===== config.mk =====
export PLATFORM = sky130hd
export DESIGN_NAME = tdm_demux16
export DESIGN_NICKNAME = d
export VERILOG_FILES = /design/src/rtl/tdm_pkg.sv /design/src/rtl/tdm_slot_ctr.sv /design/src/rtl/tdm_demux16.sv
export SDC_FILE = /design/constraint.sdc
export NUM_CORES = 1
export LEC_CHECK = 0
export CORE_MARGIN = 5
export CORE_UTILIZATION = 41
export DETAILED_ROUTE_END_ITERATION = 8
export PLACE_DENSITY = 0.7
export SYNTH_ARGS = -nofsm -noshare
export SYNTH_HDL_FRONTEND = slang
export SYNTH_HIERARCHICAL = 1
export SYNTH_SLANG_ARGS = --single-unit

===== constraint.sdc =====
create_clock -name clk -period 4.8 [get_ports clk]
set_input_delay 0.96 -clock clk [delete_from_list [all_inputs] [get_ports clk]]
set_output_delay 0.96 -clock clk [all_outputs]
set_load 0.1 [all_outputs]

===== src/rtl/tdm_pkg.sv =====
// Shared types and sizing for the 16-channel TDM receive path.
// Frame width, slot counter width and sync-loss threshold.
package tdm_pkg;
  localparam int NCH           = 16;
  localparam int SEL_W         = $clog2(NCH);
  localparam int SYNC_LOSS_MAX = 2;
  localparam int MISS_W        = $clog2(SYNC_LOSS_MAX + 1);

  typedef enum logic {HUNT, LOCKED} tdm_state_t;
  typedef logic [NCH-1:0] tdm_frame_t;
endpackage


===== src/rtl/tdm_slot_ctr.sv =====
// Slot position counter and missing-fsync flywheel counter.
// Slot wraps naturally because NCH is a power of two.
module tdm_slot_ctr
  import tdm_pkg::*;
(
  input  logic             clk,
  input  logic             rst,
  input  logic             adv,
  input  logic             load1,
  input  logic             clear,
  input  logic             miss_inc,
  input  logic             miss_clr,
  output logic [SEL_W-1:0] slot,
  output logic             miss_hit
);

  logic [SEL_W-1:0]  slot_d, slot_q;
  logic [MISS_W-1:0] miss_d, miss_q;
  logic [MISS_W-1:0] miss_nxt;

  // Next slot and miss count; clear wins over load, load over advance
  always_comb begin
    slot_d   = slot_q;
    miss_d   = miss_q;
    miss_nxt = miss_q + 1'b1;
    if (clear)      slot_d = '0;
    else if (load1) slot_d = SEL_W'(1);
    else if (adv)   slot_d = slot_q + 1'b1;
    if (clear || miss_clr) miss_d = '0;
    else if (miss_inc)     miss_d = miss_nxt;
  end

  // Counter registers
  always_ff @(posedge clk) begin
    if (rst) begin
      slot_q <= '0;
      miss_q <= '0;
    end else begin
      slot_q <= slot_d;
      miss_q <= miss_d;
    end
  end

  assign slot     = slot_q;
  assign miss_hit = (miss_nxt == MISS_W'(SYNC_LOSS_MAX));

endmodule


===== src/rtl/tdm_demux16.sv =====
// TDM receive demux: aligns to fsync, assembles 16-bit frames,
// and holds one completed frame on a valid/ready output.
module tdm_demux16
  import tdm_pkg::*;
(
  input  logic             clk,
  input  logic             rst,
  input  logic             sin,
  input  logic             sin_valid,
  input  logic             fsync,
  output logic [NCH-1:0]   out,
  output logic             out_valid,
  input  logic             out_ready,
  output logic [SEL_W-1:0] ch_sel,
  output logic             locked,
  output logic             sync_err,
  output logic             overrun
);

  tdm_state_t       state_d, state_q;
  tdm_frame_t       shadow_d, shadow_q;
  tdm_frame_t       out_d, out_q;
  logic             ov_d, ov_q;
  logic             se_d, se_q;
  logic             orun_d, orun_q;

  logic             adv, load1, clear;
  logic             miss_inc, miss_clr, miss_hit;
  logic [SEL_W-1:0] slot;
  logic             slot_zero;
  logic             accept, done;

  tdm_slot_ctr u_ctr (
    .clk      (clk),
    .rst      (rst),
    .adv      (adv),
    .load1    (load1),
    .clear    (clear),
    .miss_inc (miss_inc),
    .miss_clr (miss_clr),
    .slot     (slot),
    .miss_hit (miss_hit)
  );

  assign slot_zero = (slot == '0);

  // Alignment FSM, shadow assembly and output hand-off
  always_comb begin
    state_d  = state_q;
    shadow_d = shadow_q;
    out_d    = out_q;
    ov_d     = ov_q;
    se_d     = 1'b0;
    orun_d   = 1'b0;
    adv      = 1'b0;
    load1    = 1'b0;
    clear    = 1'b0;
    miss_inc = 1'b0;
    miss_clr = 1'b0;
    accept   = 1'b0;
    done     = 1'b0;
    if (sin_valid) begin
      unique case (state_q)
        HUNT: begin
          if (fsync) begin
            shadow_d[0] = sin;
            load1       = 1'b1;
            miss_clr    = 1'b1;
            state_d     = LOCKED;
          end
        end
        LOCKED: begin
          if (fsync && !slot_zero) begin
            se_d        = 1'b1;
            shadow_d[0] = sin;
            load1       = 1'b1;
            miss_clr    = 1'b1;
          end else if (slot_zero && !fsync && miss_hit) begin
            state_d = HUNT;
            clear   = 1'b1;
          end else begin
            accept = 1'b1;
            if (slot_zero) begin
              miss_clr = fsync;
              miss_inc = !fsync;
            end
          end
        end
        default: state_d = HUNT;
      endcase
    end
    if (accept) begin
      shadow_d[slot] = sin;
      adv            = 1'b1;
      done           = (slot == SEL_W'(NCH - 1));
    end
    if (done) begin
      if (!ov_q || out_ready) begin
        out_d = shadow_d;
        ov_d  = 1'b1;
      end else begin
        orun_d = 1'b1;
      end
    end else if (ov_q && out_ready) begin
      ov_d = 1'b0;
    end
  end

  // State, frame and status registers
  always_ff @(posedge clk) begin
    if (rst) begin
      state_q  <= HUNT;
      shadow_q <= '0;
      out_q    <= '0;
      ov_q     <= 1'b0;
      se_q     <= 1'b0;
      orun_q   <= 1'b0;
    end else begin
      state_q  <= state_d;
      shadow_q <= shadow_d;
      out_q    <= out_d;
      ov_q     <= ov_d;
      se_q     <= se_d;
      orun_q   <= orun_d;
    end
  end

  assign out       = out_q;
  assign out_valid = ov_q;
  assign ch_sel    = slot;
  assign locked    = (state_q == LOCKED);
  assign sync_err  = se_q;
  assign overrun   = orun_q;

endmodule


Yosys cells after proc, flatten, opt, wreduce, memory -nomap -nowiden
Cells that the tools add are included.
{"block": "classes", "add_sub_neg": 2, "mul": 0, "n_div": 0, "order_cmp": 2, "eq_ne": 3, "n_shift": 0, "muxes": 40, "bitwise_logic": 3, "reduce_logical": 20}
{"cell": "1-bit two-way mux", "n": 33}
{"cell": "16-bit bitwise mux", "n": 1}
{"cell": "16-bit two-way mux", "n": 1}
{"cell": "1-bit one-hot mux with 2 select lines", "n": 4}
{"cell": "2-bit OR reduction", "n": 3}
{"cell": "3-bit OR reduction", "n": 2}
{"cell": "1-bit logical AND", "n": 5}
{"cell": "4-bit by 5-bit less-than comparator with 1-bit output, second input constant", "n": 1}
{"cell": "4-bit by 1-bit adder with 4-bit output, second input constant", "n": 1}
{"cell": "1-bit demux with 4-bit select", "n": 1}
{"cell": "4-bit equality test, second input constant", "n": 1}
{"cell": "4-bit by 1-bit greater-or-equal comparator with 1-bit output, second input constant", "n": 1}
{"cell": "4-bit logical NOT", "n": 1}
{"cell": "2-bit AND reduction", "n": 2}
{"cell": "2-bit nonzero test", "n": 2}
{"cell": "1-bit logical NOT", "n": 3}
{"cell": "1-bit NOT", "n": 3}
{"cell": "2-bit by 1-bit adder with 2-bit output, second input constant", "n": 1}
{"cell": "2-bit equality test, second input constant", "n": 1}
{"cell": "1-bit logical OR", "n": 2}
{"cell": "2-bit by 1-bit inequality test with 1-bit output, second input constant", "n": 1}
{"block": "word_totals", "reg_bits": 42, "latchBits": 0, "mem_bits_rw": 0, "rom_bits": 0, "in_bits": 6, "wordCells": 79, "memories": 0}

Longest topological paths before layout
{"block": "logic_depth", "word_depth": 10, "ltp_mapped": 6, "depth_no_buf": 6}

Cells and area by module
The synthesis kept the hierarchy.
{"mod": "tdm_demux16", "n_inst": 1, "cells_each": 181, "area_each_um2": 1647.8, "seq_area_each_um2": 700.7}
{"mod": "tdm_slot_ctr", "n_inst": 1, "cells_each": 27, "area_each_um2": 276.5, "seq_area_each_um2": 120.1}

Worst setup path after synthesis
No wires, ideal clock.
{"block": "synth_path", "path_kind": "register to register", "from": "register u_ctr.slot_q[2], in the netlist u_ctr/slot[2]", "to": "register u_ctr.slot_q[3], in the netlist u_ctr/slot[3]", "setup_time_ns": 0.123, "arrival_time_ns": 2.241, "path_slack_ns": 2.435, "stages_incl_launch_ff": 7, "n_path_buf": 1, "path_cell_list": "dfxtp_1 > buf_4 > or4_4 > nand2_1 > o2111a_1 > nand4_1 > mux2_1"}
{"block": "synth_via", "elab_chain_cells": 8, "word_cells_on_any_way": 19, "classes_between": "add/sub: 1; mux: 12; reduce/logical: 6"}
{"element": "from (decl)", "line": "tdm_slot_ctr.sv:17", "text": "logic [SEL_W-1:0] slot_d, slot_q;"}
{"element": "from (signal assigned)", "line": "tdm_slot_ctr.sv:39", "text": "slot_q <= slot_d;"}
{"element": "4-bit logical NOT *", "line": "tdm_demux16.sv:45", "text": "assign slot_zero = (slot == '0);"}
{"element": "1-bit logical AND (2 in series)", "line": "tdm_demux16.sv:78", "text": "end else if (slot_zero && !fsync && miss_hit) begin"}
{"element": "1-bit two-way mux", "line": "tdm_demux16.sv:78"}
{"element": "1-bit two-way mux *", "line": "tdm_demux16.sv:73", "text": "if (fsync && !slot_zero) begin"}
{"element": "1-bit two-way mux *", "line": "tdm_demux16.sv:63", "text": "unique case (state_q)"}
{"element": "1-bit two-way mux *", "line": "tdm_demux16.sv:62", "text": "if (sin_valid) begin"}
{"element": "via accept", "line": "tdm_demux16.sv:31", "text": "logic accept, done;"}
{"element": "1-bit two-way mux *", "line": "tdm_demux16.sv:92", "text": "if (accept) begin"}
Mark *: on every way through the listed nets, which the timed path passes. The rest lies on a longest branch.
A chain may end at the register's enable or synchronous reset.

Worst setup path after layout
{"block": "layout_path", "from": "register u_ctr.slot_q[2], in the netlist u_ctr/slot[2]", "to": "output ch_sel[2]"}
{"element": "to (decl)", "line": "tdm_demux16.sv:14", "text": "output logic [SEL_W-1:0] ch_sel,"}
No word-level cell between the ends.

==> metrics.md <==
| Metric | Value |
|---|---|
| Clock latency on the worst-skew pair | `0.30 ns` |
| Mapped Nets | `216` |
| Mean Syn Cell Area | `9.25 um^2` |
| Final WS setup | `1.43 ns` |
| Final #Nets | `between 200 and 250` |
| Register area | `821 um^2` |
| Clock Sink Count | `between 40 and 50` |
| Largest net degree at the start of global routing | `23` |
| Worst-margin pin slew | `approximately 0.97 ns` |
| DRT Wirelength | `4590 um` |
| All-Layer GR Usage | `0.157` |
| Max Buffers Root-to-Sink | `2` |
| Power density over the cells | `just over 300 nW/um^2` |
| Avg WL per Cell | `approximately 17 um` |
| Cells along the critical path | `clkdlybuf4s50_1` |
| Ant diodes | `0` |
| H-tree lvl count | `2` |
| CTS tree | `yes` |
| Maxcap violations | `0` |
| First-pass GRT wire length | `between 7000 and 8000 um` |
| Vias | `1683` |
| Critical path data required time | `about 3.8 ns` |
| Placed cell areas | `approximately 2200 um^2` |
| Die Ht | `78.5 um` |
| Flop-to-flop setup slack | `2.23 ns` |
| Initial antenna violation count | `0` |
| Critical path startpoint category | `flop` |
| # Post-CTS Setup Buffers | `0` |
| Share of layout cells above drive strength 1 | `0.0673` |
| Initial Utilization | `0.416` |
| Hold Buf Count CTS | `0` |
| Fillers | `between 400 and 500` |
| M1 GR Usage | `0.198` |
| CP Buf/Inv Count | `1` |
| DP Wirelength | `3080 um` |
| # DRC | `0` |
| # resized after CTS | `0` |
| # setup viols final | `0` |
| Seq/Total Area, Yosys | `0.427` |
| Busiest grt layer | `met2` |
| Most common cell after layout, fill and taps aside | `dfxtp_1` |
| Period utilization | `0.703` |
| CP Max Fanout | `22` |
| CTS root buffer | `clkbuf_8` |
| RSZ-0062 raised after global routing | `false` |
| Hold Crit Class | `flop to flop` |
| Max Clock Freq | `just under 0.3 GHz` |
| Slowest cell on crit path | `clkdlybuf4s50_1` |
| Met3 Usage GRT | `0.0401` |
| Seq cells post-synth | `between 40 and 50` |
| Post-Layout Inst Area | `between 2000 and 2500 um^2` |
| Number of buffers added on ports | `29` |
| Core Box Area | `around 4600 um^2` |
| Synthesized area | `around 1900 um^2` |
| Clk_skew | `around 0.0088 ns` |
| Synth-to-layout area growth | `18.0%` |
| Reg clk slew, reported paths | `0.08 ns` |
| I/O pins | `30` |
| Status | `finished clean` |
| Multi-input gate area | `953 um^2` |
| Post-route core utilization | `0.491` |
| Post-synthesis cell count | `208` |
| GRT overflow | `0` |
| Via-per-instance ratio | `around 6.1` |
| Leak | `roughly 0.7 nW` |
| Max-slew headroom | `0.348` |
| Vias in the first global route | `1617` |
| Crit path time final | `3.37 ns` |
| Maximum vdd drop | `about 0.13 mV` |
| Antenna-violating nets left | `0` |
| Die area | `a little over 6000 um^2` |
| Setup TNS Final | `0 ns` |
| M2 GR Usage | `0.245` |
| Drt pass-1 iters | `4` |
| Fin. max-slew vios | `0` |
| Die Wd | `roughly 79 um` |
| Most frequent cells in the layout | `dfxtp_1 (41), clkdlybuf4s50_1 (29), a21oi_1 (21)` |
| Final Hold Violating Endpoints | `0` |
| Crit end category | `primary output` |
| WS Path Type | `flop to primary output` |
| Hold slack | `about 0.47 ns` |
| Rows | `25` |
| Worst path top cell family by delay | `buffers and inverters` |
| DRT iter0 DRCs | `around 150` |
| CP arrival | `about 2.4 ns` |
| Total CTS buffers | `5` |
| Gpl congestion | `approximately 0.81` |
| Crit path largest cell delay | `1.27 ns` |
| Synth warn | `6` |
| DP Worst Slack | `roughly 1.4 ns` |
| Yosys cell types | `46` |
[logic make-up (layout without fill, tap and decap cells)]
logic type / count (synthesis) / count (layout) / share of synthesized area
compound gates: 65 / 65 / 0.239
xor+xnor: 2 / 2 / 0.00910
fa+ha+maj: 2 / 2 / 0.0130
buf+inv: 27 / 42 / 0.0780
flops: 41 / 41 / 0.427
mux: 4 / 4 / 0.0215
simple gates: 67 / 67 / 0.213
[final timing paths]
check,startpoint,end,depth (start not counted)
worst min-delay path,out[0],out[0],2
worst max register to register,u_ctr/slot[3],out[1],3
worst min register to register,out[0],out[0],2
worst max-delay path,u_ctr/slot[2],ch_sel[2],1
[where the power goes]
| part | leakage [nW] | total [W] | internal (W) | switching [W] |
|---|---|---|---|---|
| Sequential | 0.331 | 0.000348 | 0.000342 | 0.00000604 |
| Clock | 0.0585 | 0.000289 | 0.000170 | 0.000120 |
| Combinational | 0.313 | 0.0000548 | 0.0000177 | 0.0000372 |
| Total | 0.702 | 0.000692 | 0.000530 | 0.000163 |
[sequential cells by signal, summed over array words and instances (netlist names)]
| signal | flops |
|---|---|
| out_valid | 1 |
| overrun | 1 |
| u_ctr/slot | 4 |
| out | 16 |
| shadow_q | 15 |
| locked | 1 |
| sync_err | 1 |
| u_ctr/miss_q | 2 |
[routing by layer]
layer	part of all wire	up-vias	routed length [um]
li1	-	826	-
met1	0.47	805	2160
met2	0.46	46	2130
met3	0.049	6	223
met4	0.016	0	75
met5	0	-	0
[cell type report]
type,count,area share
Clock buffer,7,0.0380
Clock inverter,1,0.0132
Inverter,4,0.00661
Sequential cell,41,0.361
Tap cell,54,0.0298
Multi-Input combinational cell,140,0.420
Timing Repair Buffer,30,0.131
[cell usage after synthesis (all sizes together)]
| cell | n | share of area |
|---|---|---|
| and4b | 1 | 0.0052 |
| o21ai | 1 | 0.0026 |
| nand4b | 2 | 0.0091 |
| clkbuf | 6 | 0.013 |
| dfxtp | 41 | 0.43 |
| xor2 | 1 | 0.0046 |
| or4 | 1 | 0.0059 |
| nand3b | 2 | 0.0078 |
| a21oi | 21 | 0.055 |
| a311oi | 10 | 0.046 |
| nor2 | 5 | 0.0098 |
| nor4bb | 1 | 0.0052 |
| buf | 17 | 0.057 |
| nand3 | 1 | 0.0052 |
| nor2b | 4 | 0.013 |
| a21bo | 1 | 0.0052 |
| o41ai | 3 | 0.014 |
| and2 | 1 | 0.0033 |
| a31oi | 10 | 0.033 |
| o31ai | 15 | 0.068 |
| nand2b | 3 | 0.0098 |
| o2111a | 1 | 0.0059 |
| and3b | 1 | 0.0046 |
| and3 | 2 | 0.0065 |
| nor4b | 1 | 0.0046 |
| or3 | 1 | 0.0033 |
| o21a | 1 | 0.0039 |
| o22ai | 2 | 0.0065 |
| mux2i | 3 | 0.016 |
| inv | 4 | 0.0078 |
| nand4 | 20 | 0.065 |
| or2 | 1 | 0.0033 |
| xnor2 | 1 | 0.0046 |
| ha | 2 | 0.013 |
| nor4 | 3 | 0.013 |
| nand2 | 12 | 0.023 |
| mux2 | 1 | 0.0059 |
| nor3 | 5 | 0.016 |
[per-stage QoR]
step	std cells	power [W]
after floorplan	208	0.000397
after global placement	269	0.000410
after detailed placement	269	0.000411
after CTS	277	0.000697
after global routing	277	0.000717
final	277	0.000692
Note: power is estimated with default switching activity, not from simulation.
